$ cat src/rtl/chip_data_deser_pkg.sv
// chip_data_deser_pkg: shared sizing defaults and FSM state encoding for the chip-side link deserialiser
package chip_data_deser_pkg;
  localparam int BIT_CHIP = 6;
  localparam int NODE = 16;
  localparam int N = BIT_CHIP * NODE;
  localparam int CNT_W = $clog2(N + 2);
  localparam logic [1:0] S_IDLE = 2'd0;
  localparam logic [1:0] S_SHIFT = 2'd1;
  localparam logic [1:0] S_HOLD = 2'd2;
endpackage

$ cat src/rtl/chip_data_deser_sync.sv
// sig_sync_edge: sync_len-deep synchroniser with rising-edge detect on the synchronised level
module sig_sync_edge #(
  parameter int sync_len = 2
) (
  input  logic clk,
  input  logic rst,
  input  logic d,
  output logic lvl,
  output logic rise
);
  logic [sync_len-1:0] sync;
  logic prev;
  always_ff @(posedge clk) begin
    if (rst) begin
      sync <= '0;
      prev <= 1'b0;
    end else begin
      sync <= {sync[sync_len-2:0], d};
      prev <= lvl;
    end
  end
  assign lvl = sync[sync_len-1];
  assign rise = lvl & ~prev;
endmodule

$ cat src/rtl/chip_data_deser.sv
// chip_data_deser: recovers bit_chip*node-bit frames from the oversampled data/clk/latch serial link
module chip_data_deser
  import chip_data_deser_pkg::*;
#(
  parameter int bit_chip = BIT_CHIP,
  parameter int node = NODE,
  parameter int sync_len = 2,
  parameter int cnt_w = 8
) (
  input  logic                       clk_main,
  input  logic                       rst,
  input  logic                       clk_data_de2,
  input  logic                       data_to_chip,
  input  logic                       latch,
  output logic [bit_chip*node-1:0]   array_out,
  output logic                       frame_valid,
  output logic                       frame_err,
  output logic [cnt_w-1:0]           frame_count
);
  localparam int n = bit_chip * node;
  localparam int bw = $clog2(n + 2);
  logic clk_lvl, clk_rise, latch_lvl, latch_rise, data_lvl, data_rise;
  logic [n-1:0] shift_reg;
  logic [bw-1:0] bit_cnt, cnt_next;
  logic [1:0] state, state_next;
  logic check, shift_en, good;
  logic unused_edges;
  sig_sync_edge #(.sync_len(sync_len)) u_clk (
    .clk(clk_main), .rst(rst), .d(clk_data_de2), .lvl(clk_lvl), .rise(clk_rise)
  );
  sig_sync_edge #(.sync_len(sync_len)) u_latch (
    .clk(clk_main), .rst(rst), .d(latch), .lvl(latch_lvl), .rise(latch_rise)
  );
  sig_sync_edge #(.sync_len(sync_len)) u_data (
    .clk(clk_main), .rst(rst), .d(data_to_chip), .lvl(data_lvl), .rise(data_rise)
  );
  assign unused_edges = clk_lvl ^ data_rise;
  assign shift_en = clk_rise && (state != S_HOLD);
  assign cnt_next = (bit_cnt == bw'(n + 1)) ? bit_cnt : bit_cnt + 1'b1;
  assign good = bit_cnt == bw'(n);
  // latch wins over a coincident clk rise for the state, but that bit is still shifted below
  always_comb begin
    state_next = (state != S_HOLD && latch_rise) ? S_HOLD :
                 (state == S_IDLE && clk_rise)   ? S_SHIFT :
                 (state == S_HOLD && !latch_lvl) ? S_IDLE : state;
  end
  always_ff @(posedge clk_main) begin
    if (rst) begin
      state       <= S_IDLE;
      shift_reg   <= '0;
      bit_cnt     <= '0;
      check       <= 1'b0;
      array_out   <= '0;
      frame_valid <= 1'b0;
      frame_err   <= 1'b0;
      frame_count <= '0;
    end else begin
      state       <= state_next;
      check       <= latch_rise && (state != S_HOLD);
      frame_valid <= check && good;
      frame_err   <= check && !good;
      if (check && good) begin
        array_out   <= shift_reg;
        frame_count <= frame_count + 1'b1;
      end
      if (shift_en) begin
        shift_reg <= {shift_reg[n-2:0], data_lvl};
        bit_cnt   <= cnt_next;
      end else if (state == S_HOLD && !latch_lvl) begin
        bit_cnt <= '0;
      end
    end
  end
endmodule

$ cat config.mk
export PLATFORM = sky130hd
export DESIGN_NAME = chip_data_deser
export DESIGN_NICKNAME = d
export VERILOG_FILES = /design/src/rtl/chip_data_deser_pkg.sv /design/src/rtl/chip_data_deser_sync.sv /design/src/rtl/chip_data_deser.sv
export SDC_FILE = /design/constraint.sdc
export NUM_CORES = 1
export LEC_CHECK = 0
export ABC_CLOCK_PERIOD_IN_PS = 2370
export BUFFER_PORTS_ARGS = -buffer_cell sky130_fd_sc_hd__buf_4
export CAP_MARGIN = 20
export CORE_ASPECT_RATIO = 1.5
export CORE_MARGIN = 2
export CORE_UTILIZATION = 45
export DETAILED_ROUTE_END_ITERATION = 10
export PLACE_DENSITY = 0.65
export SYNTH_ARGS = -nofsm -noshare
export SYNTH_HDL_FRONTEND = slang
export SYNTH_SLANG_ARGS = --single-unit
$ cat constraint.sdc
create_clock -name clk_main -period 2.37 [get_ports clk_main]
set_input_delay 0.474 -clock clk_main [delete_from_list [all_inputs] [get_ports clk_main]]
set_output_delay 0.474 -clock clk_main [all_outputs]
set_load 0.005 [all_outputs]
After elaboration in Yosys (flattened, before gate mapping)

Cells that the tools add are included.

Register bits after elaboration: 220
Output and inout port bits: 106
Bits of input ports: 5
Logic and storage cells: 45

Bitwise logic cells: 4
Equal/unequal tests: 5
Reductions and logical operators: 14
Muxes and demuxes: 6
$add $sub $neg: 2

Operators by type and width:

| cell                                          | count |
|---|---|
| two-way mux 7 bit                             | 3 |
| equality test 7 bit (second input constant)   | 2 |
| adder 8 x 1 -> 8 bit (second input constant)  | 1 |
| adder 7 x 1 -> 7 bit (second input constant)  | 1 |
| logical AND 1 bit                             | 6 |
| two-way mux 2 bit                             | 3 |
| inequality test 2 bit (second input constant) | 2 |
| nonzero test 2 bit                            | 2 |
| nonzero test 3 bit                            | 1 |
| AND 1 bit                                     | 2 |
| equality test 2 bit (second input constant)   | 1 |
| logical NOT 1 bit                             | 2 |
| logical NOT 2 bit                             | 1 |
| NOT 1 bit                                     | 2 |
| AND reduction 2 bit                           | 1 |
| OR reduction 2 bit                            | 1 |

Depth between registers and ports, before layout

Gate-level depths: netlist of run 1.

Depth in word-level cells: 5
Depth in mapped cells: 9
Depth with buffers taken out: 6

Hierarchy

Synthesis of run 1 repeated with hierarchy kept, for this count alone.

Cell total of the unflattened synthesis: 966
Area, all modules: 7722.4 µm²

By module, submodules not included:

| module          | area each (µm²) | cells each | sequential area each (µm²) | times used |
|---|---|---|---|---|
| chip_data_deser | 7459.7          | 945        | 4244.1                     | 1 |
| sig_sync_edge   | 87.6            | 7          | 60.1                       | 3 |

Worst setup path after synthesis of run 1

No wires, ideal clock.

Kind: register to register
Start point: register bit_cnt[2]
End point: register frame_count[7]
Arrival: 1773 ps
Slack: 474 ps
Setup time: 123 ps
Stages on the path, launching flop included: 7
Path buffers: 2
Data required time: 2247 ps
Path through: dfxtp_1 > or3b_1 > buf_2 > or2_1 > buf_2 > nor4_2 > mux2_1

Cells in the longest elaborated chain, start to end: 2

Ends and longest elaborated chain:

| item                   | RTL line              | source |
|---|---|---|
| start, declared        | chip_data_deser.sv:24 | `logic [bw-1:0] bit_cnt, cnt_next;` |
| start signal, assigned | chip_data_deser.sv:68 | `bit_cnt <= cnt_next;` |
| equality test 7 bit    | chip_data_deser.sv:40 | `assign good = bit_cnt == bw'(n);` |
| logical AND 1 bit      | chip_data_deser.sv:62 | `if (check && good) begin` |
| end signal, assigned   | chip_data_deser.sv:64 | `frame_count <= frame_count + 1'b1;` |
| end, declared          | chip_data_deser.sv:18 | `output logic [cnt_w-1:0] frame_count` |

Every way passes these cells.
A chain may end at the register's enable or synchronous reset.

Worst setup path in the final report of run 1

Start point: register bit_cnt[0]
End point: register frame_count[7]

The elaborated chain is that of the path after synthesis.

==> summary.md, run 1 <==
| Metric | Value |
|---|---|
| Sw Pwr | `1.454 mW` |
| Peak per-stage delay on the critical path | `0.35 ns` |
| Synth Cell Area | `7707 µm²` |
| Cell taking the most area after synthesis | `dfxtp_1` |
| GRT overflow | `0` |
| Root Buffer | `clkbuf_16` |
| Initial antenna violation count | `0` |
| Sw Ratio | `20.12%` |
| Status | `finished clean` |
| Post-synthesis sequential area ratio | `57.14%` |
| CP arrival | `2.32 ns` |
| CTS tree | `yes` |
| P_int | `5.771 mW` |
| Ys Warns | `0` |
| Worst-Margin Slew | `0.6578 ns` |
| VDD IR max | `0.5008 mV` |
| Core area | `16760 µm²` |
| Vias per inst | `4.942` |
| Initial DRT Pass Iterations | `5` |
| Hold Fails Final Rpt | `0` |
| Logic pwr share | `2.1%` |
| Kind of start point of the critical path | `register` |
| CTS sink count | `220` |
| Post-CTS setup buffer count | `0` |
| Dpl cells | `1227` |
| Static Leak | `3.357 nW` |
| Max-slew violations | `0` |
| Period Utilization, post-route | `82.30%` |
| Total CTS buffers | `21` |
| Io pins | `111` |
| Crit path required time | `2.74 ns` |
| Proportion of layout cells with a drive suffix above 1 | `15.48%` |
| HPWL after DPL | `9623 µm` |
| Ranking of synthesized cells by area | `dfxtp_1 57%, nand2_1 19%, a21oi_1 13%, clkbuf_1 2.9%, nor2b_1 0.97%` |
| Die width | `110.9 µm` |
| Die height | `164.3 µm` |
| Min Clock Period, post-route | `1.950 ns` |
| WL/cell | `12.72 µm` |
| Cell Rows | `58` |
| Detailed-route via count | `6242` |
| Fmax | `512.7 MHz` |
| RD Place Congestion | `0.8024` |
| PD cells | `767.4 nW/µm²` |
| Final ANT Viol Nets | `0` |
| Routed WL | `16070 µm` |
| CP delay by family, top | `simple AND/OR/NAND/NOR gates` |
| Crit. path cell count | `6` |
| Synth cell types | `33` |
| Starting DRT DRC Count | `371` |
| Starting density of the core | `45.98%` |
| Share of power burned in registers | `51.4%` |
| CP Max Fanout | `6` |
| Clk pwr share | `46.6%` |
| Maximum buffer depth of the clock tree | `3` |
| Reg2Reg Depth | `6` |
| Area grow syn2layout | `22.16%` |
| H-tree Lvls | `1` |
| Buf+Inv Stages, Crit Path | `1` |
| Hold_buf cts | `0` |
| Cell area after placement | `8712 µm²` |
| # diodes | `0` |
| CP Class | `reg -> reg` |
| Fin nets | `1049` |
| Port Buffers | `110` |
| Worst skew pair latency | `0.49 ns` |
| Die area | `18210 µm²` |
| CP Cell Sequence | `inv_1, ha_1, nand4b_1, or2_4, nor4_2, mux2_1` |
| Final non-filler cell area | `9415 µm²` |
| Mapped Avg Cell Area | `7.979 µm²` |
| CTS clk-pin slew, worst paths | `0.06 ns` |
| Total GRT Usage | `16.96%` |
| Skew final | `0.01437 ns` |
| Setup violators final | `0` |
| Worst Hold Class | `in -> reg` |
| Synth top area share | `57.14%` |
| # Max-Cap Violations | `0` |
| Setup TNS | `0 ns` |
| Post-CTS sizing | `0` |
| Cell count after synthesis | `966` |
| Final cell count without fillers | `1263` |
| Critical path capture point type | `register` |
| Slowest cell on crit path | `dfxtp_1` |
| Largest net degree at the start of global routing | `88` |
| Vias in the first global route | `5681` |
| Residual DRC | `0` |
| Relative slew slack | `56.15%` |
| Mapped Nets | `975` |
| RSZ-0062 raised after global routing | `false` |
| Worst Hold Depth | `2` |
| First-pass GRT wire length | `26610 µm` |
| Post-synthesis register bit count | `220` |
-- cells in the mapped netlist --
cell type / number
mux2_1: 1
nor3b_1: 1
nand4b_1: 1
xor2_1: 1
and2_1: 3
inv_1: 5
a21o_1: 1
nor2_2: 1
nor4_1: 1
or2_1: 1
nand4_1: 4
ha_1: 4
a31oi_1: 1
or3_1: 2
a21oi_1: 197
nand2_1: 390
nor2b_1: 12
nand2b_1: 2
and3_1: 4
o211ai_1: 3
a311oi_1: 1
nor4_2: 1
xnor2_1: 5
nor3_1: 4
dfxtp_1: 220
or3b_2: 1
clkbuf_1: 60
nor2_1: 14
or3b_1: 1
nand3_1: 10
mux2_2: 3
buf_2: 10
and4b_1: 1
-- per-layer routing --
layer	vias to the layer above	GRT usage (%)	routed length (µm)
met5	-	0	0
met4	0	4.489	244
met3	18	3.432	724
met2	103	30.59	7980
met1	2855	20.67	7121
li1	3266	-	-
-- path summary, 6_finish.rpt --
path / from / endpoint / slack [ns]
worst max register to register: bit_cnt[0] / frame_count[7] / 0.42
worst min register to register: u_clk.sync[0] / u_clk.sync[1] / 0.43
worst max-delay path: bit_cnt[0] / frame_count[7] / 0.42
worst min-delay path: data_to_chip / u_data.sync[0] / 0.20
-- through the flow --
step / hold slack [ns] / util [%] / power (mW) / worst slack, ns
after floorplan: 0.4138 / - / 3.897 / 0.4737
after global placement: 0.4209 / 51.97 / 3.947 / 0.4634
after detailed placement: 0.4204 / 51.97 / 3.946 / 0.4215
after CTS: 0.1851 / 56.17 / 7.321 / 0.4043
after global routing: 0.1873 / 56.17 / 7.468 / 0.3040
final: 0.2006 / 56.17 / 7.225 / 0.4196
-- cell type report --
class / instances / area [µm²]
Sequential cell: 220 / 4404
Fill cell: 1614 / 7348
Multi-Input combinational cell: 671 / 3027
Clock buffer: 30 / 619.3
Clock inverter: 6 / 83.83
Inverter: 5 / 18.77
Timing Repair Buffer: 121 / 999.7
Tap cell: 210 / 262.8
-- cell usage in the layout (no fill, tap or decap), drive strengths merged, types with 2 or more instances in the layout --
cell type	instances
a21oi	197
clkinv	3
nor2	15
inv	6
nor4	2
buf	121
dfxtp	220
or3b	2
nor3	4
nor2b	12
clkbuf	30
nand2	390
nand3	10
and3	4
nand4	4
ha	4
mux2	4
xnor2	5
or3	2
o211ai	3
nand2b	2
and2	3
bufinv	2
-- power groups by stage --
| stage | Clock, mW | Combinational, mW | Sequential (mW) |
|---|---|---|---|
| floorplan | 0 | 0.105 | 3.79 |
| global placement | 0 | 0.153 | 3.79 |
| detailed placement | 0 | 0.152 | 3.79 |
| CTS | 3.46 | 0.152 | 3.71 |
| global route | 3.59 | 0.165 | 3.71 |
| finish | 3.37 | 0.149 | 3.71 |
-- cells by family after synthesis --
group                    synth area share [%]
AND/OR/NAND/NOR                         23.75
flip-flops                              57.14
AO/OA/AOI/OAI                           13.38
buffers and inverters                   3.815
XOR/XNOR                               0.6818
multiplexers                           0.5844
adder cells (fa/ha/maj)                0.6494
(Power assumes the default switching activity.)
==> run 2, diff against run 1 <==
Settings changed: ABC_AREA set to 1, ABC_CLOCK_PERIOD_IN_PS 2370 to 1700, PLACE_DENSITY 0.65 to 0.68.
Clock period 2.37 ns to 1.7 ns, I/O delays scaled along.
==> summary.md, run 2 <==
| Metric | Value |
|---|---|
| Starting DRT DRC Count | `317 (-15%)` |
| Worst skew pair latency | `0.50 ns (about the same)` |
| Post-synth top cells | `411 x nor2_1, 220 x dfxtp_1, 164 x o21ai_0` |
| Count leader, synth | `nor2_1` |
| RD Place Congestion | `0.8131 (+1.3%)` |
| Root Buffer | `clkbuf_16` |
| Vias in the first global route | `6129 (+7.9%)` |
| WL/cell | `12.30 µm (-3.3%)` |
| Crit path required time | `2.07 ns (-0.67 ns)` |
| Logic pwr share | `4.4% (+2.3 points)` |
| Post-CTS sizing | `0 (unchanged)` |
| Post-synthesis register bit count | `220 (unchanged)` |
| Ys async rst share | `0% (unchanged)` |
| Synth top area share | `56.08% (-1.1 points)` |
| Total GRT Usage | `17.48% (+0.52 points)` |
| Slowest cell on crit path | `dfxtp_1` |
| Proportion of layout cells with a drive suffix above 1 | `16.02% (+0.54 points)` |
| Sw Ratio | `21.96% (+1.8 points)` |
| RSZ-0062 raised after global routing | `false` |
| Share of power burned in registers | `49.5% (-1.9 points)` |
| VDD IR max | `0.9633 mV (+92%)` |
| Buf+Inv Stages, Crit Path | `2 (+1)` |
| Ys Warns | `0 (unchanged)` |
| Cell taking the most area after synthesis | `dfxtp_1` |
| Status | `finished clean` |
| Complex-gate fraction of the synthesized area | `13.25% (-0.12 points)` |
| Period Utilization, post-route | `90.99% (+8.7 points)` |
| CP Cell Sequence | `inv_1, ha_1, nand3_1, nor2_4, nand2_4, buf_4, xor2_1, nor2_1` |
| Static Leak | `3.949 nW (+18%)` |
| Hold Fails Final Rpt | `0 (unchanged)` |
| Post-CTS setup buffer count | `0 (unchanged)` |
| WHS | `0.04888 ns (-0.1518 ns)` |
| Worst Hold Class | `in -> reg` |
| Final setup margin | `0.1532 ns (-0.2664 ns)` |
| Crit path launch | `bit_cnt[0]` |
| CP arrival | `1.92 ns (-0.40 ns)` |
| Routed WL | `16290 µm (+1.3%)` |
| Min Clock Period, post-route | `1.547 ns (-0.4036 ns)` |
| Max-slew violations | `0 (unchanged)` |
| Largest family of logic cells by synthesized area | `simple AND/OR/NAND/NOR gates` |
| Cell Rows | `59 (+1.7%)` |
| # diodes | `0 (unchanged)` |
| Fmax | `646.5 MHz (+26%)` |
| GRT overflow | `0 (unchanged)` |
| Xor/xnor share of the synthesized area | `0.3346% (-0.35 points)` |
| Post-synthesis sequential area ratio | `56.08% (-1.1 points)` |
| CTS clk-pin slew, worst paths | `0.07 ns (about the same)` |
| CP Class | `reg -> reg` |
| Cell count after synthesis | `1007 (+4.2%)` |
| HPWL after DPL | `10370 µm (+7.7%)` |
| Synth Cell Area | `7854 µm² (+1.9%)` |
| Kind of start point of the critical path | `register` |
| Setup TNS | `0 ns (unchanged)` |
| Mapped Avg Cell Area | `7.799 µm² (-2.2%)` |
| Die area | `18550 µm² (+1.8%)` |
| First-pass GRT wire length | `27920 µm (+5.0%)` |
| P_int | `8.465 mW (+47%)` |
| Ranking of synthesized cells by area | `dfxtp_1 56%, nor2_1 20%, o21ai_0 10%, nand2_1 2.0%, o21ai_1 2.0%` |
| Total CTS buffers | `21 (unchanged)` |
| H-tree Lvls | `1 (unchanged)` |
| Peak per-stage delay on the critical path | `0.33 ns (-0.02 ns)` |
| PD cells | `1126 nW/µm² (+47%)` |
| Synth cell types | `24 (-27%)` |
| Maximum buffer depth of the clock tree | `3 (unchanged)` |
| Simple-Gate Fraction of Synth Area | `23.55% (-0.20 points)` |
| Initial antenna violation count | `0 (unchanged)` |
| Largest net degree at the start of global routing | `77 (-13%)` |
| Post-synth EDFFs | `0 (unchanged)` |
| Setup violators final | `0 (unchanged)` |
| Io pins | `111 (unchanged)` |
| CTS tree | `yes` |
| Final ANT Viol Nets | `0 (unchanged)` |
| Port Buffers | `110 (unchanged)` |
| Most common library cell in the layout ignoring fill and taps | `nor2_1` |
| Residual DRC | `0 (unchanged)` |
| Hold_buf cts | `0 (unchanged)` |
| Critical path capture point type | `register` |
| Sw Pwr | `2.383 mW (+64%)` |
| Fin nets | `1105 (+5.3%)` |
| Worst-Margin Slew | `0.3746 ns (-0.2832 ns)` |
| Final non-filler cell area | `9633 µm² (+2.3%)` |
| Relative slew slack | `75.02% (+19 points)` |
| CP delay by family, top | `buffers and inverters` |
| Die height | `165.8 µm (+0.92%)` |
| Detailed-route via count | `6440 (+3.2%)` |
| CTS sink count | `220 (unchanged)` |
| CP Max Fanout | `31 (+25)` |
| Worst r2r src | `bit_cnt[0]` |
| Mapped Nets | `1016 (+4.2%)` |
| Clk pwr share | `46.1% (-0.5 points)` |
| Core area | `17200 µm² (+2.6%)` |
| Adder-Cell Fraction of Synth Area | `0.6372% (-0.012 points)` |
| Worst hold start | `data_to_chip` |
| Cell area after placement | `8884 µm² (+2.0%)` |
| Post-synthesis mux area share | `0% (-0.58 points)` |
| Vias per inst | `4.864 (-1.6%)` |
| Starting density of the core | `45.66% (-0.32 points)` |
| Die width | `111.9 µm (+0.91%)` |
| Place WS | `0.1419 ns (-0.2796 ns)` |
| # Max-Cap Violations | `0 (unchanged)` |
| Initial DRT Pass Iterations | `4 (-1)` |
| Commonest cells after routing, fill and taps aside | `410 x nor2_1, 220 x dfxtp_1, 163 x o21ai_0, 122 x buf_4, 42 x nand2_1` |
| Area grow syn2layout | `22.65%` |
| Main synth FF type | `dfxtp_1` |
| Skew final | `0.01254 ns (-0.001829 ns)` |
-- run 2: cell count changes after synthesis, moves of 5 or more --
cell      change
nor2_1      +397
a21oi_1     -187
clkbuf_1     -22
o21ai_1      +31
buf_6        +13
nor2b_1      -12
xnor2_1       -5
nand2_1     -348
o21ai_0     +164
inv_1        +22
-- run 2: layout make-up --
cell class | instances | area, µm²
fillers | 1645 | 7567
well taps | 213 | 266.5
repair buffers | 132 | 1116
clock inverters | 13 | 183.9
inverters | 30 | 120.1
flip-flops and latches | 220 | 4404
clock buffers | 25 | 560.5
multi-input cells | 691 | 2982
-- run 2: final timing paths --
check                                  endpoint  slack [ns]  cells after the start
worst max-delay path             frame_count[0]        0.15                      8
worst min-delay path             u_data.sync[0]        0.05                      3
worst max register to register   frame_count[0]        0.15                      8
worst min register to register  u_latch.sync[1]        0.41                      2
-- run 2: power by group through the flow --
stage	Sequential, mW	Combinational [mW]	Clock [mW]
final	5.37	0.479	5.00
after global routing	5.38	0.564	5.33
after CTS	5.37	0.485	5.12
after detailed placement	5.48	0.482	0
after global placement	5.48	0.472	0
after floorplan	5.46	0.361	0
-- run 2: cells by family (layout without fill, tap and decap cells) --
group,Yosys count,count (layout)
buffers and inverters,96,200
AO/OA/AOI/OAI,207,207
AND/OR/NAND/NOR,477,477
XOR/XNOR,3,3
adder cells (fa/ha/maj),4,4
flip-flops,220,220
-- run 2: worst register-to-register path, delay by kind of cell, from the launching register on --
| family | cells | cell delay, ns |
|---|---|---|
| flops | 1 | 0.33 |
| xor+xnor | 1 | 0.20 |
| fa+ha+maj | 1 | 0.19 |
| simple gates | 4 | 0.34 |
| buf+inv | 2 | 0.37 |
-- run 2: through the flow --
| step | utilization (%) | std cells | power [mW] |
|---|---|---|---|
| after floorplan | - | 1007 | 5.823 |
| after global placement | 51.65 | 1286 | 5.955 |
| after detailed placement | 51.65 | 1286 | 5.966 |
| after CTS | 55.98 | 1324 | 10.97 |
| after global routing | 56.00 | 1324 | 11.28 |
| final | 56.00 | 1324 | 10.85 |
-- run 2: metal layers --
metal / global-route usage [%] / part of all wire, %
met3: 2.737 / 4.3
met2: 31.49 / 50
met4: 6.710 / 2.6
met5: 0 / 0
met1: 20.71 / 43
